===== config.mk =====
export PLATFORM = sky130hd
export DESIGN_NAME = dmem_ctrl
export DESIGN_NICKNAME = d
export VERILOG_FILES = /design/src/rtl/dmem_ctrl.sv
export SDC_FILE = /design/constraint.sdc
export NUM_CORES = 1
export LEC_CHECK = 0
export CAP_MARGIN = 20
export CORE_ASPECT_RATIO = 0.5
export CORE_MARGIN = 5
export CORE_UTILIZATION = 50
export DETAILED_ROUTE_END_ITERATION = 16
export PLACE_DENSITY_LB_ADDON = 0.1
export SYNTH_ARGS = -nofsm -noshare
export SYNTH_HDL_FRONTEND = slang
export SYNTH_SLANG_ARGS = --single-unit

===== constraint.sdc =====
create_clock -name clk -period 3.45 [get_ports clk]
set_input_delay 0.345 -clock clk [delete_from_list [all_inputs] [get_ports clk]]
set_output_delay 0.345 -clock clk [all_outputs]
set_load 0.02 [all_outputs]

===== src/rtl/dmem_ctrl.sv =====
// Data-memory controller: posts stores into a small buffer, drains it to a
// req/ack SRAM port, and runs loads after the buffer is empty so that a load
// never reads data older than a store issued before it.
module dmem_ctrl #(
  parameter int DEPTH = 4
) (
  input  logic                     clk,
  input  logic                     rst,
  input  logic [1:0]               proc2Dmem_command,
  input  logic [31:0]              proc2Dmem_addr,
  input  logic [31:0]              proc2Dmem_data,
  input  logic [2:0]               proc2Dmem_funct3,
  output logic [31:0]              Dmem2proc_data,
  output logic                     dmem_stall,
  output logic                     access_err,
  output logic [$clog2(DEPTH):0]   sb_count,
  output logic                     mem_req,
  output logic                     mem_we,
  output logic [31:0]              mem_addr,
  output logic [31:0]              mem_wdata,
  output logic [3:0]               mem_be,
  input  logic                     mem_ack,
  input  logic [31:0]              mem_rdata
);

  localparam int PW = $clog2(DEPTH);
  localparam int CW = PW + 1;

  typedef enum logic [1:0] {IDLE, LD_DRAIN, LD_REQ, LD_DONE} state_t;

  state_t state, next_state;

  logic [29:0]   sb_addr [DEPTH];
  logic [3:0]    sb_be   [DEPTH];
  logic [31:0]   sb_data [DEPTH];
  logic [PW-1:0] wr_ptr, rd_ptr;
  logic [CW-1:0] count;

  logic        is_load, is_store, f3_legal, misaligned, dec_err;
  logic        fifo_empty, fifo_full, push, pop;
  logic [3:0]  st_be;
  logic [31:0] st_data;
  logic [31:0] rdata_q;
  logic [7:0]  ld_byte;
  logic [15:0] ld_half;

  assign fifo_empty = (count == '0);
  assign fifo_full  = (count == CW'(DEPTH));
  assign sb_count   = count;

  // Decode the command: legality of the size code, alignment, and lane placement for stores
  always_comb begin
    is_load  = (proc2Dmem_command == 2'd1);
    is_store = (proc2Dmem_command == 2'd2);
    case (proc2Dmem_funct3)
      3'b000, 3'b001, 3'b010: f3_legal = 1'b1;
      3'b100, 3'b101:         f3_legal = is_load;
      default:                f3_legal = 1'b0;
    endcase
    misaligned = ((proc2Dmem_funct3[1:0] == 2'b01) && proc2Dmem_addr[0]) ||
                 ((proc2Dmem_funct3[1:0] == 2'b10) && (proc2Dmem_addr[1:0] != 2'b00));
    dec_err    = (is_load || is_store) && (!f3_legal || misaligned);
    st_be      = 4'b1111;
    st_data    = proc2Dmem_data;
    case (proc2Dmem_funct3[1:0])
      2'b00: begin
        st_be   = 4'b0001 << proc2Dmem_addr[1:0];
        st_data = {4{proc2Dmem_data[7:0]}};
      end
      2'b01: begin
        st_be   = proc2Dmem_addr[1] ? 4'b1100 : 4'b0011;
        st_data = {2{proc2Dmem_data[15:0]}};
      end
      default: begin
        st_be   = 4'b1111;
        st_data = proc2Dmem_data;
      end
    endcase
  end

  // Stores are accepted only while the load FSM is idle; the head pops when its write is acked
  assign push = (state == IDLE) && is_store && !dec_err && !fifo_full;
  assign pop  = mem_ack && !fifo_empty;

  // Store-buffer pointers and occupancy; reset discards any buffered stores
  always_ff @(posedge clk or negedge rst) begin
    if (!rst) begin
      wr_ptr <= '0;
      rd_ptr <= '0;
      count  <= '0;
    end else begin
      if (push) wr_ptr <= wr_ptr + 1'b1;
      if (pop)  rd_ptr <= rd_ptr + 1'b1;
      case ({push, pop})
        2'b10:   count <= count + 1'b1;
        2'b01:   count <= count - 1'b1;
        default: count <= count;
      endcase
    end
  end

  // Store-buffer payload; contents need no reset because the pointers gate them
  always_ff @(posedge clk) begin
    if (push) begin
      sb_addr[wr_ptr] <= proc2Dmem_addr[31:2];
      sb_be[wr_ptr]   <= st_be;
      sb_data[wr_ptr] <= st_data;
    end
  end

  // Load FSM state and captured read word
  always_ff @(posedge clk or negedge rst) begin
    if (!rst) begin
      state   <= IDLE;
      rdata_q <= '0;
    end else begin
      state <= next_state;
      if (state == LD_REQ && mem_ack) rdata_q <= mem_rdata;
    end
  end

  // Load FSM sequencing and processor-facing handshake
  always_comb begin
    next_state = state;
    dmem_stall = 1'b0;
    access_err = 1'b0;
    case (state)
      IDLE: begin
        access_err = dec_err;
        dmem_stall = !dec_err && (is_load || (is_store && fifo_full));
        if (is_load && !dec_err) next_state = fifo_empty ? LD_REQ : LD_DRAIN;
      end
      LD_DRAIN: begin
        dmem_stall = 1'b1;
        if (fifo_empty || (count == CW'(1) && mem_ack)) next_state = LD_REQ;
      end
      LD_REQ: begin
        dmem_stall = 1'b1;
        if (mem_ack) next_state = LD_DONE;
      end
      LD_DONE: next_state = IDLE;
      default: next_state = IDLE;
    endcase
  end

  // SRAM port: the buffer head is written whenever present, otherwise the pending load reads
  always_comb begin
    mem_req   = 1'b0;
    mem_we    = 1'b0;
    mem_addr  = '0;
    mem_wdata = '0;
    mem_be    = '0;
    if (!fifo_empty) begin
      mem_req   = 1'b1;
      mem_we    = 1'b1;
      mem_addr  = {sb_addr[rd_ptr], 2'b00};
      mem_wdata = sb_data[rd_ptr];
      mem_be    = sb_be[rd_ptr];
    end else if (state == LD_REQ) begin
      mem_req  = 1'b1;
      mem_addr = {proc2Dmem_addr[31:2], 2'b00};
      mem_be   = 4'b1111;
    end
  end

  // Lane extraction and sign/zero extension of the returned word
  always_comb begin
    case (proc2Dmem_addr[1:0])
      2'b00:   ld_byte = rdata_q[7:0];
      2'b01:   ld_byte = rdata_q[15:8];
      2'b10:   ld_byte = rdata_q[23:16];
      default: ld_byte = rdata_q[31:24];
    endcase
    ld_half        = proc2Dmem_addr[1] ? rdata_q[31:16] : rdata_q[15:0];
    Dmem2proc_data = '0;
    if (state == LD_DONE) begin
      case (proc2Dmem_funct3)
        3'b000:  Dmem2proc_data = {{24{ld_byte[7]}}, ld_byte};
        3'b100:  Dmem2proc_data = {24'h0, ld_byte};
        3'b001:  Dmem2proc_data = {{16{ld_half[15]}}, ld_half};
        3'b101:  Dmem2proc_data = {16'h0, ld_half};
        3'b010:  Dmem2proc_data = rdata_q;
        default: Dmem2proc_data = '0;
      endcase
    end
  end

endmodule


Word level (Yosys, flattened, before mapping)
Memory sizes are Yosys's and may differ from the RTL's. Cells that the tools add are included.

Add/subtract/negate cells: 4. Eq/ne operators: 20. Shifts and indexed selects: 1. Mux-type cells: 26. Reductions and logical operators: 32.

Operators with widths (count): $pmux W32 S5 (1); $mux W32 (4); $pmux W32 S2 (1); $pmux W8 S3 (1); $mux W16 (1); $eq A2 B2 Y1 const B (6); $logic_and A1 B1 Y1 (12); $mux W4 (3); $eq A2 B1 Y1 const B (5); $eq A3 B3 Y1 const B (3); $mux W2 (4); $pmux W2 S4 (1); $pmux W4 S2 (1); $eq A3 B1 Y1 const B (2); $logic_not A2 Y1 (3); $logic_not A3 Y1 (2); $mux W1 (6); $pmux W3 S2 (1); $logic_or A1 B1 Y1 (5); $add A2 B1 Y2 const B (2); $logic_not A1 Y1 (4); $ne A2 B2 Y1 const B (2); $pmux W1 S2 (2); $reduce_bool A2 Y1 (2); other kinds (8) (9).

Bits in registers: 41. Memory bits (writable): 264. Input bits: 104. Word-level logic and storage cells: 91. Memories: 3.

Memories: sb_data (words 4, bits a word 32, rd ports 1, clocked after memory_dff 0, write ports 1, line 35) `logic [31:0] sb_data [DEPTH];`; sb_addr (words 4, bits a word 30, rd ports 1, clocked after memory_dff 0, write ports 1, line 33) `logic [29:0] sb_addr [DEPTH];`; sb_be (words 4, bits a word 4, rd ports 1, clocked after memory_dff 0, write ports 1, line 34) `logic [3:0] sb_be [DEPTH];`.

Depth between registers and ports, before layout
Gate-level depths: netlist of the first run.

Word-level depth: 11. Depth in mapped cells: 11. Depth with buffers taken out: 10.

Worst setup path before layout of the first run
Ideal clock, no wire load.

Path type: register to register. From: register count[0], in the netlist sb_count[0]. To: memory sb_addr[2][0] (enable). Library setup time: 0.431 ns. Arrival: 2.802 ns. Setup slack: 0.217 ns. Cell stages (with the launch flop): 7. Buffers on the path: 1. Path through: dfrtp_1 > inv_1 > ha_1 > nand2_1 > and4_4 > buf_6 > and2_1.

Cells in the longest elaborated chain, start to end: 5.

RTL lines: start: declaration (line 37) `logic [CW-1:0] count;`; start signal: assignment (line 95) `2'b10: count <= count + 1'b1;`; start signal: assignment (line 96) `2'b01: count <= count - 1'b1;`; start signal: assignment (line 97) `default: count <= count;`; $eq A3 B3 Y1 (line 48) `assign fifo_full = (count == CW'(DEPTH));`; $logic_not A1 Y1 (line 82) `assign push = (state == IDLE) && is_store && !dec_err && !fifo_full;`; $logic_and A1 B1 Y1 (line 82); $mux W1 (line 104) `if (push) begin`; $mux W1 (implied by the code) (line 105) `sb_addr[wr_ptr] <= proc2Dmem_addr[31:2];`; end: declaration (line 33).

No other way between the ends.

Final worst setup path of the first run
From: register count[0], in the netlist sb_count[0]. To: output mem_wdata[19].

Cells in the longest elaborated chain, start to end: 2.

RTL lines: $logic_not A3 Y1 (line 47) `assign fifo_empty = (count == '0);`; $mux W32 (line 153) `if (!fifo_empty) begin`; end: declaration (line 20) `output logic [31:0] mem_wdata,`.

No other way between the ends.

==> summary.md, run 1 <==
| Metric | Value |
|---|---|
| DR vias | `7633` |
| Ys async rst share | `13.4%` |
| First-pass GRT wire length | `47.4 mm` |
| Most frequent cell after synthesis | `edfxtp_1` |
| Worst setup SP type | `flop` |
| Routed len/inst | `21.7 um` |
| Area leader, netlist | `edfxtp_1` |
| Root Buffer | `clkbuf_16` |
| Final hold violations | `0` |
| Starting Density | `50.3%` |
| Most common library cells after synthesis | `edfxtp_1 (264), nand2_1 (100), mux4_2 (67), mux2_2 (62), dfrtp_1 (41)` |
| Post-route ant nets | `0` |
| Row count | `42` |
| Top cell family by delay on the critical path | `buffers and inverters` |
| Gate Count Post-Synth | `797` |
| Tightest Pin Transition | `631 ps` |
| F_max | `311 MHz` |
| MaxCap Viol Count | `0` |
| Die width | `240 um` |
| Critical-path top delay cell | `clkdlybuf4s50_1` |
| Routed WL | `30.1 mm` |
| CTS Buf Count | `28` |
| # IOs | `211` |
| Seq pwr share | `36.6%` |
| DRT iter0 DRCs | `505` |
| Largest net degree at the start of global routing | `42` |
| ANT cells | `0` |
| CP arrival | `2870 ps` |
| Total number of yosys warnings | `0` |
| Leakage | `5.77 nW` |
| Unrepaired setup endpoints after global routing | `no` |
| Pwr/cell area | `784 nW/um2` |
| Utilization after layout | `63.7%` |
| Clock latency on the worst-skew pair | `550 ps` |
| Synth top area share | `60.1%` |
| CP max stage delay | `640 ps` |
| Ranking of synthesized cells by area | `edfxtp_1 (60%), mux4_2 (11%), dfrtp_1 (7.8%), mux2_2 (5.3%), nand2_1 (2.8%)` |
| Slew margin rel. | `57.9%` |
| Global route overflow | `0` |
| CP Max Fanout | `41` |
| Die Height | `125 um` |
| P_int | `8.69 mW` |
| Area of the core | `26200 um2` |
| Layout cells sized above 1 | `20.7%` |
| Netlist cell types | `43` |
| Post-CTS Setup Inserts | `0` |
| Final slew viol count | `0` |
| Crit. End Element | `output port` |
| Detail Placement HPWL | `19.2 mm` |
| Skew final | `12.3 ps` |
| # port buffers | `208` |
| Setup TNS | `0 ps` |
| Worst path cell trace | `inv_1 -> ha_1 -> nor2b_4 -> inv_2 -> buf_4 -> and2_1 -> clkdlybuf4s50_1` |
| Finished Cell Area | `16700 um2` |
| Clock power frac | `22.3%` |
| Comb power frac | `41.1%` |
| Vias per inst | `5.52` |
| # fillers | `1934` |
| WP data required | `3110 ps` |
| Synth Area per Inst | `16.5 um2` |
| Worst IR drop on VDD | `350 uV` |
| Period utilization | `93.1%` |
| GPL Wtd Cong | `0.895` |
| Pre-Repair DR Iteration Count | `5` |
| Setup Viol. Count Final | `0` |
| Crit path buf inv count | `4` |
| Crit path kind | `flop to output port` |
| Yosys reg bits | `305` |
| Initial antenna violation count | `0` |
| Number of global-route vias before repair | `8222` |
| DP Area | `15800 um2` |
| Mapped Area | `13200 um2` |
| Switch share | `33.6%` |
| Post-synth EDFFs | `264` |
| Min-Delay Path Class | `primary input to async pin` |
| Residual DRC | `0` |
| Nets | `1130` |
| Total track usage | `20.1%` |
| Seq/Total Area, Yosys | `67.9%` |
| Syn-to-layout area delta | `26.6%` |
| CTS Sinks | `305` |
| CTS tree | `done` |
| NetSw | `4.39 mW` |
| Die area | `29900 um2` |
| Status | `completed` |
| Reg clk slew, reported paths | `60 ps` |
| CTS Buffer Depth | `3` |
| Ys flop type | `edfxtp_1` |
| Min cycle time layout | `3210 ps` |
| H-tree lvl count | `1` |
-- repair_timing --
action                                 4_1_cts  5_1_grt
hold buffers                                 1        0
endpoints found under the hold margin       41        0
setup endpoints to repair                    0        4
resized for setup                            0        1
-- state kept, by name, indices dropped and copies added, names as in the netlist --
register	cells
sb_data	128
sb_be	16
sb_count	3
sb_addr	120
state	2
rdata_q	32
rd_ptr	2
wr_ptr	2
-- worst paths after layout --
kind,start,to,slack [ps],depth (start not counted)
setup / recovery,sb_count[0],mem_wdata[19],240,7
hold / removal,rst,rdata_q[10],160,2
setup reg to reg,sb_count[0],sb_count[2],1120,9
hold reg to reg,rdata_q[9],rdata_q[9],540,1
max in group asynchronous,rst,rd_ptr[1],2840,3
min in group clk,proc2Dmem_funct3[1],sb_be[3][3],400,2
-- routing by layer --
layer  part of all wire (%)  GRT usage (%)  up-vias
li1                       -              -     3483
met1                     42           27.1     3915
met2                     51           34.4      197
met5                      0              0        -
met3                    5.1           4.20       38
met4                    1.8           4.02        0
-- metrics by stage --
stage / hold slack [ps] / total power, mW / setup WS, ps / cells
6_report: 164 / 13.1 / 238 / 1384
5_1_grt: 178 / 13.8 / 73.7 / 1384
4_1_cts: 379 / 13.3 / 107 / 1383
3_5_place_dp: 521 / 10.3 / 553 / 1331
3_3_place_gp: 521 / 10.3 / 580 / 1331
2_1_floorplan: 49.4 / 8.00 / 217 / 798
-- power by group through the flow --
stage / registers, mW / clock network (mW) / logic [mW]
global placement: 4.85 / 0 / 5.43
finish: 4.78 / 2.92 / 5.38
global route: 4.83 / 3.15 / 5.77
detailed placement: 4.86 / 0 / 5.46
floorplan: 4.67 / 0 / 3.34
CTS: 4.79 / 2.99 / 5.48
-- layout make-up --
class                           count  area (um2)  share of cell area [%]
Tap cell                          352         440                    2.64
Timing Repair Buffer              236        2440                    14.6
Clock buffer                       37         734                    4.40
Multi-Input combinational cell    429        3970                    23.8
Inverter                           11        41.3                   0.247
Sequential cell                   305        8960                    53.7
Clock inverter                     14         114                   0.682
-- layout by cell type (no fill, tap or decap), drive strengths merged, types with 2 or more instances in the layout --
cell           Yosys  routed
edfxtp           264     264
clkdlybuf4s50      0     206
nand2            100     100
mux4              67      67
mux2              63      63
dfrtp             41      41
and2              37      37
clkbuf            23      37
nand3             30      30
buf               30      29
a21oi             28      28
nor2              15      15
ha                15      15
o21ai             14      14
mux2i             13      13
inv               11      12
clkinv             0       9
a22oi              8       8
a222oi             7       7
nand2b             4       4
xnor2              4       4
nor2b              4       4
o21bai             3       3
clkinvlp           0       3
xor2               2       2
conb               1       2
nor3b              2       2
or2                2       2
-- kinds of logic (layout without fill, tap and decap cells) --
group | Yosys count | count (layout) | synth area share (%)
other | 1 | 2 | 0.0284
multiplexers | 143 | 143 | 17.8
flip-flops | 305 | 305 | 67.9
buffers and inverters | 64 | 298 | 2.23
XOR/XNOR | 6 | 6 | 0.398
adder cells (fa/ha/maj) | 15 | 15 | 1.42
AO/OA/AOI/OAI | 65 | 65 | 3.12
AND/OR/NAND/NOR | 198 | 198 | 7.08
-- worst register-to-register path, cell delays in order (launching register included) --
cell	delay (ps)
dfrtp_1	430
inv_1	100
ha_1	240
nor2b_4	270
inv_2	60
buf_4	230
and2_1	240
ha_1	340
nor2_1	170
xor2_1	160
Power figures use the tool's default switching activity.
==> run 2, diff against run 1 <==
--- a/config.mk
+++ b/config.mk
@@ -6,9 +6,11 @@
 export NUM_CORES = 1
 export LEC_CHECK = 0
 export CAP_MARGIN = 20
+export CELL_PAD_IN_SITES_DETAIL_PLACEMENT = 1
+export CELL_PAD_IN_SITES_GLOBAL_PLACEMENT = 1
 export CORE_ASPECT_RATIO = 0.5
 export CORE_MARGIN = 5
-export CORE_UTILIZATION = 50
+export CORE_UTILIZATION = 45
 export DETAILED_ROUTE_END_ITERATION = 16
 export PLACE_DENSITY_LB_ADDON = 0.1
 export SYNTH_ARGS = -nofsm -noshare
==> summary.md, run 2 (synthesis results as in run 1) <==
| Metric | Value |
|---|---|
| Routed len/inst | `23.8 um` |
| Pre-Repair DR Iteration Count | `6` |
| Skew final | `17.4 ps` |
| F_max | `309 MHz` |
| Setup Viol. Count Final | `0` |
| Area of the core | `29000 um2` |
| # IOs | `211` |
| Final hold violations | `0` |
| Min cycle time layout | `3240 ps` |
| Min-Delay Path Class | `primary input to async pin` |
| WP data required | `3110 ps` |
| Multi-input logic area | `3970 um2` |
| Period utilization | `93.9%` |
| Slew margin rel. | `62.1%` |
| Detail Placement HPWL | `23.2 mm` |
| Post-CTS Resized | `0` |
| MaxCap Viol Count | `0` |
| Post-route ant nets | `0` |
| Residual DRC | `0` |
| Post-Layout Cell Count | `1435` |
| CTS Buffer Depth | `3` |
| Hold Slack | `227 ps` |
| Root Buffer | `clkbuf_16` |
| Dpl cells | `1381` |
| Setup TNS | `0 ps` |
| Worst setup SP type | `flop` |
| R2r setup slk | `990 ps` |
| Utilization after layout | `58.5%` |
| CTS Sinks | `305` |
| Crit path kind | `flop to output port` |
| Row count | `44` |
| Largest net degree at the start of global routing | `42` |
| Clock latency on the worst-skew pair | `560 ps` |
| FF/Latch Area | `8960 um2` |
| CP Max Fanout | `34` |
| Syn-to-layout area delta | `28.5%` |
| Vias per inst | `5.47` |
| Final slew viol count | `0` |
| H-tree lvl count | `1` |
| Total track usage | `20.5%` |
| Starting Density | `45.5%` |
| Leakage | `5.89 nW` |
| Most flop-heavy register | `sb_data` |
| CTS tree | `done` |
| Layout cells sized above 1 | `21.6%` |
| Most frequent cells in the layout | `edfxtp_1 (264), clkdlybuf4s50_1 (206), nand2_1 (100)` |
| ANT cells | `0` |
| Global route overflow | `0` |
| Number of global-route vias before repair | `8668` |
| DP Area | `16000 um2` |
| DR vias | `7843` |
| Largest regs | `sb_data x128, sb_addr x120, rdata_q x32` |
| Routed WL | `34.1 mm` |
| Nets | `1141` |
| Die Height | `131 um` |
| Post-CTS Setup Inserts | `0` |
| Die area | `33000 um2` |
| Crit. End Element | `output port` |
| CTS Buf Count | `28` |
| Unrepaired setup endpoints after global routing | `no` |
| DRT iter0 DRCs | `445` |
| Cts hold-fix bufs | `1` |
| Largest register FFs | `128` |
| Finished Cell Area | `16900 um2` |
| # port buffers | `208` |
| Tightest Pin Transition | `567 ps` |
| Status | `completed` |
| GPL Wtd Cong | `0.778` |
| Die width | `252 um` |
| Pwr/cell area | `799 nW/um2` |
| Worst IR drop on VDD | `504 uV` |
| Initial antenna violation count | `2` |
| # fillers | `2697` |
| First-pass GRT wire length | `51.9 mm` |
| CP arrival | `2900 ps` |
| Reg clk slew, reported paths | `60 ps` |
| Commonest non-fill, non-tap cell in the layout | `edfxtp_1` |
[run 2: cell types whose count changed in the layout (fill, tap and decap cells not counted), moves of 2 or more]
cell and delta:
buf_4 +11, bufinv_16 +4, clkinv_1 +4, clkbuf_1 -3, clkinv_2 -3, clkinvlp_4 -2
[run 2: path summary, 6_finish.rpt]
kind                                end  cells after the start     startpoint
max                        mem_addr[31]                      7    sb_count[1]
min                         sb_count[0]                      2            rst
max reg2reg                 sb_count[2]                     10    sb_count[0]
min reg2reg                  rdata_q[8]                      1     rdata_q[8]
max in group asynchronous   rdata_q[16]                      3            rst
min in group clk            rdata_q[21]                      2  mem_rdata[21]
[run 2: worst max-delay path, stage by stage, from the launching register on]
cell and delay, ps:
dfrtp_1 420, inv_1 120, ha_1 260, nor2b_4 190
buf_4 440, nand3_1 140, nand2_1 120, clkdlybuf4s50_1 630
[run 2: routing by layer]
layer	track usage [%]	routed length (um)	vias up
li1	-	-	3520
met1	25.9	13800	4075
met2	37.8	18000	208
met3	4.38	1800	36
met4	3.44	457	4
met5	0	31	-
[run 2: final cells by class]
cell class | count | share of cell area, %
Clock buffer | 35 | 4.35
Clock inverter | 17 | 1.29
Inverter | 11 | 0.244
Multi-Input combinational cell | 429 | 23.4
Sequential cell | 305 | 52.9
Tap cell | 391 | 2.89
Timing Repair Buffer | 247 | 14.9
[run 2: power breakdown]
group / internal, mW / total [mW] / switching, mW / leakage [nW]
Clock: 1.89 / 3.23 / 1.33 / 0.460
Combinational: 2.73 / 5.54 / 2.81 / 2.57
Sequential: 4.41 / 4.78 / 0.369 / 2.86
Total: 9.03 / 13.5 / 4.51 / 5.89
[run 2: through the flow]
stage | total power [mW] | setup slack (ps)
3_5_place_dp | 10.5 | 452
2_1_floorplan | 8.00 | 217
5_1_grt | 14.2 | 20.2
4_1_cts | 13.7 | 154
6_report | 13.5 | 209
3_3_place_gp | 10.4 | 454
==> run 3, diff against run 2 <==
--- a/config.mk
+++ b/config.mk
@@ -10,8 +10,9 @@
 export CELL_PAD_IN_SITES_GLOBAL_PLACEMENT = 1
 export CORE_ASPECT_RATIO = 0.5
 export CORE_MARGIN = 5
-export CORE_UTILIZATION = 45
+export CORE_UTILIZATION = 50
 export DETAILED_ROUTE_END_ITERATION = 16
+export DONT_BUFFER_PORTS = 1
 export PLACE_DENSITY_LB_ADDON = 0.1
 export SYNTH_ARGS = -nofsm -noshare
 export SYNTH_HDL_FRONTEND = slang
==> summary.md, run 3 (synthesis results as in run 1) <==
| Metric | Value |
|---|---|
| Status | `completed` |
| # IOs | `211` |
| DP Area | `13600 um2` |
| Largest net degree at the start of global routing | `68` |
| Area of the core | `26200 um2` |
| CP arrival | `2540 ps` |
| Setup Viol. Count Final | `0` |
| Vias per inst | `5.79` |
| Pre-Repair DR Iteration Count | `4` |
| Total track usage | `21.1%` |
| Worst reg2reg startpoint | `sb_count[0]` |
| CP Max Fanout | `21` |
| Global route overflow | `0` |
| Largest register FFs | `128` |
| GPL Wtd Cong | `0.773` |
| Clock latency on the worst-skew pair | `560 ps` |
| Tightest Pin Transition | `895 ps` |
| Crit path kind | `flop to output port` |
| Unrepaired setup endpoints after global routing | `no` |
| # port buffers | `0` |
| CP Launch Point | `rd_ptr[0]` |
| Layout cells sized above 1 | `23.2%` |
| CP max stage delay | `730 ps` |
| Reg2reg path depth | `6` |
| CTS tree | `done` |
| Largest regs | `sb_data x128, sb_addr x120, rdata_q x32` |
| Row count | `42` |
| Min cycle time layout | `2880 ps` |
| Syn-to-layout area delta | `15.3%` |
| Pwr/cell area | `775 nW/um2` |
| MaxCap Viol Count | `0` |
| H-tree lvl count | `1` |
| Post-CTS Setup Inserts | `0` |
| Post-CTS Resized | `0` |
| Cts hold-fix bufs | `72` |
| Worst setup SP type | `flop` |
| Slew margin rel. | `40.3%` |
| Post-route ant nets | `0` |
| DR vias | `7165` |
| Reg clk slew, reported paths | `70 ps` |
| Root Buffer | `clkbuf_16` |
| Die width | `240 um` |
| Leakage | `5.24 nW` |
| Die Height | `125 um` |
| Die area | `29900 um2` |
| Min-Delay Path Class | `primary input to flop` |
| CTS Buffer Depth | `3` |
| Routed WL | `31.6 mm` |
| Most flop-heavy register | `sb_data` |
| R2r setup slk | `1020 ps` |
| Final slew viol count | `0` |
| Period utilization | `83.5%` |
| Starting Density | `50.3%` |
| Critical-path top delay cell | `dfrtp_4` |
| # fillers | `2360` |
| Skew final | `12.0 ps` |
| Worst path cell trace | `buf_4 -> mux4_2 -> and2_1` |
| Finished Cell Area | `15200 um2` |
| CTS Sinks | `305` |
| CTS Buf Count | `27` |
| Number of global-route vias before repair | `8002` |
| Initial antenna violation count | `0` |
| Most frequent cells in the layout | `edfxtp_1 (264), nand2_1 (100), dlygate4sd3_1 (71)` |
| Detail Placement HPWL | `20.1 mm` |
| Final hold violations | `0` |
| Residual DRC | `0` |
| First-pass GRT wire length | `48.8 mm` |
| R2R Path End | `sb_addr[3][1]` |
| Routed len/inst | `25.5 um` |
| F_max | `347 MHz` |
| Total Power | `11.8 mW` |
| Nets | `983` |
| Commonest non-fill, non-tap cell in the layout | `edfxtp_1` |
| WP data required | `3110 ps` |
| Setup TNS | `0 ps` |
| Crit. End Element | `output port` |
| DRT iter0 DRCs | `383` |
| Crit path to | `mem_wdata[29]` |
| Worst IR drop on VDD | `456 uV` |
-- run 3: worst min-delay path by stage --
stage,startpoint,to,depth (start not counted)
floorplan,rst,rd_ptr[0],0
global placement,rst,sb_count[2],0
detailed placement,rst,sb_count[2],0
CTS,proc2Dmem_funct3[1],sb_be[3][3],1
global route,proc2Dmem_data[13],sb_data[3][13],1
finish,proc2Dmem_funct3[1],sb_be[1][3],1
-- run 3: area by class of cell --
| type | instances | area [um2] | share of cell area, % |
|---|---|---|---|
| diodes | 1 | 2.50 | 0.0165 |
| clock buffers | 33 | 718 | 4.72 |
| clock inverters | 17 | 123 | 0.806 |
| inverters | 11 | 41.3 | 0.271 |
| multi-input cells | 429 | 3970 | 26.1 |
| flip-flops and latches | 305 | 8960 | 58.9 |
| well taps | 352 | 440 | 2.90 |
| repair buffers | 90 | 961 | 6.32 |
-- run 3: through the flow --
| step | hold WS, ps | setup WS, ps | std cells | util, % |
|---|---|---|---|---|
| floorplan | 49.4 | 217 | 798 | - |
| global placement | 50.5 | 1040 | 1115 | 52.0 |
| detailed placement | 50.4 | 998 | 1115 | 52.0 |
| CTS | 36.2 | 485 | 1237 | 58.0 |
| global route | 39.5 | 373 | 1237 | 58.0 |
| finish | 61.4 | 568 | 1238 | 58.0 |
-- run 3: worst max-delay path, delay by kind of cell (launching register included) --
family,cells,cell delay [ps]
buf+inv,1,410
mux,1,580
simple gates,1,250
flops,1,730
-- run 3: layer usage --
layer / GRT usage [%] / part of all wire, % / vias up / wire length (um)
met4: 3.59 / 1.4 / 0 / 435
met5: 0 / 0 / - / 0
li1: - / - / 3200 / -
met3: 4.45 / 5.1 / 37 / 1600
met1: 26.8 / 41 / 3769 / 12800
met2: 38.0 / 53 / 159 / 16700
-- run 3: power breakdown --
part / switching (mW) / total [mW] / internal, mW / leakage (nW)
clock network: 1.35 / 2.92 / 1.57 / 0.413
registers: 0.460 / 4.87 / 4.41 / 2.86
logic: 2.41 / 4.00 / 1.59 / 1.96
total: 4.22 / 11.8 / 7.56 / 5.24
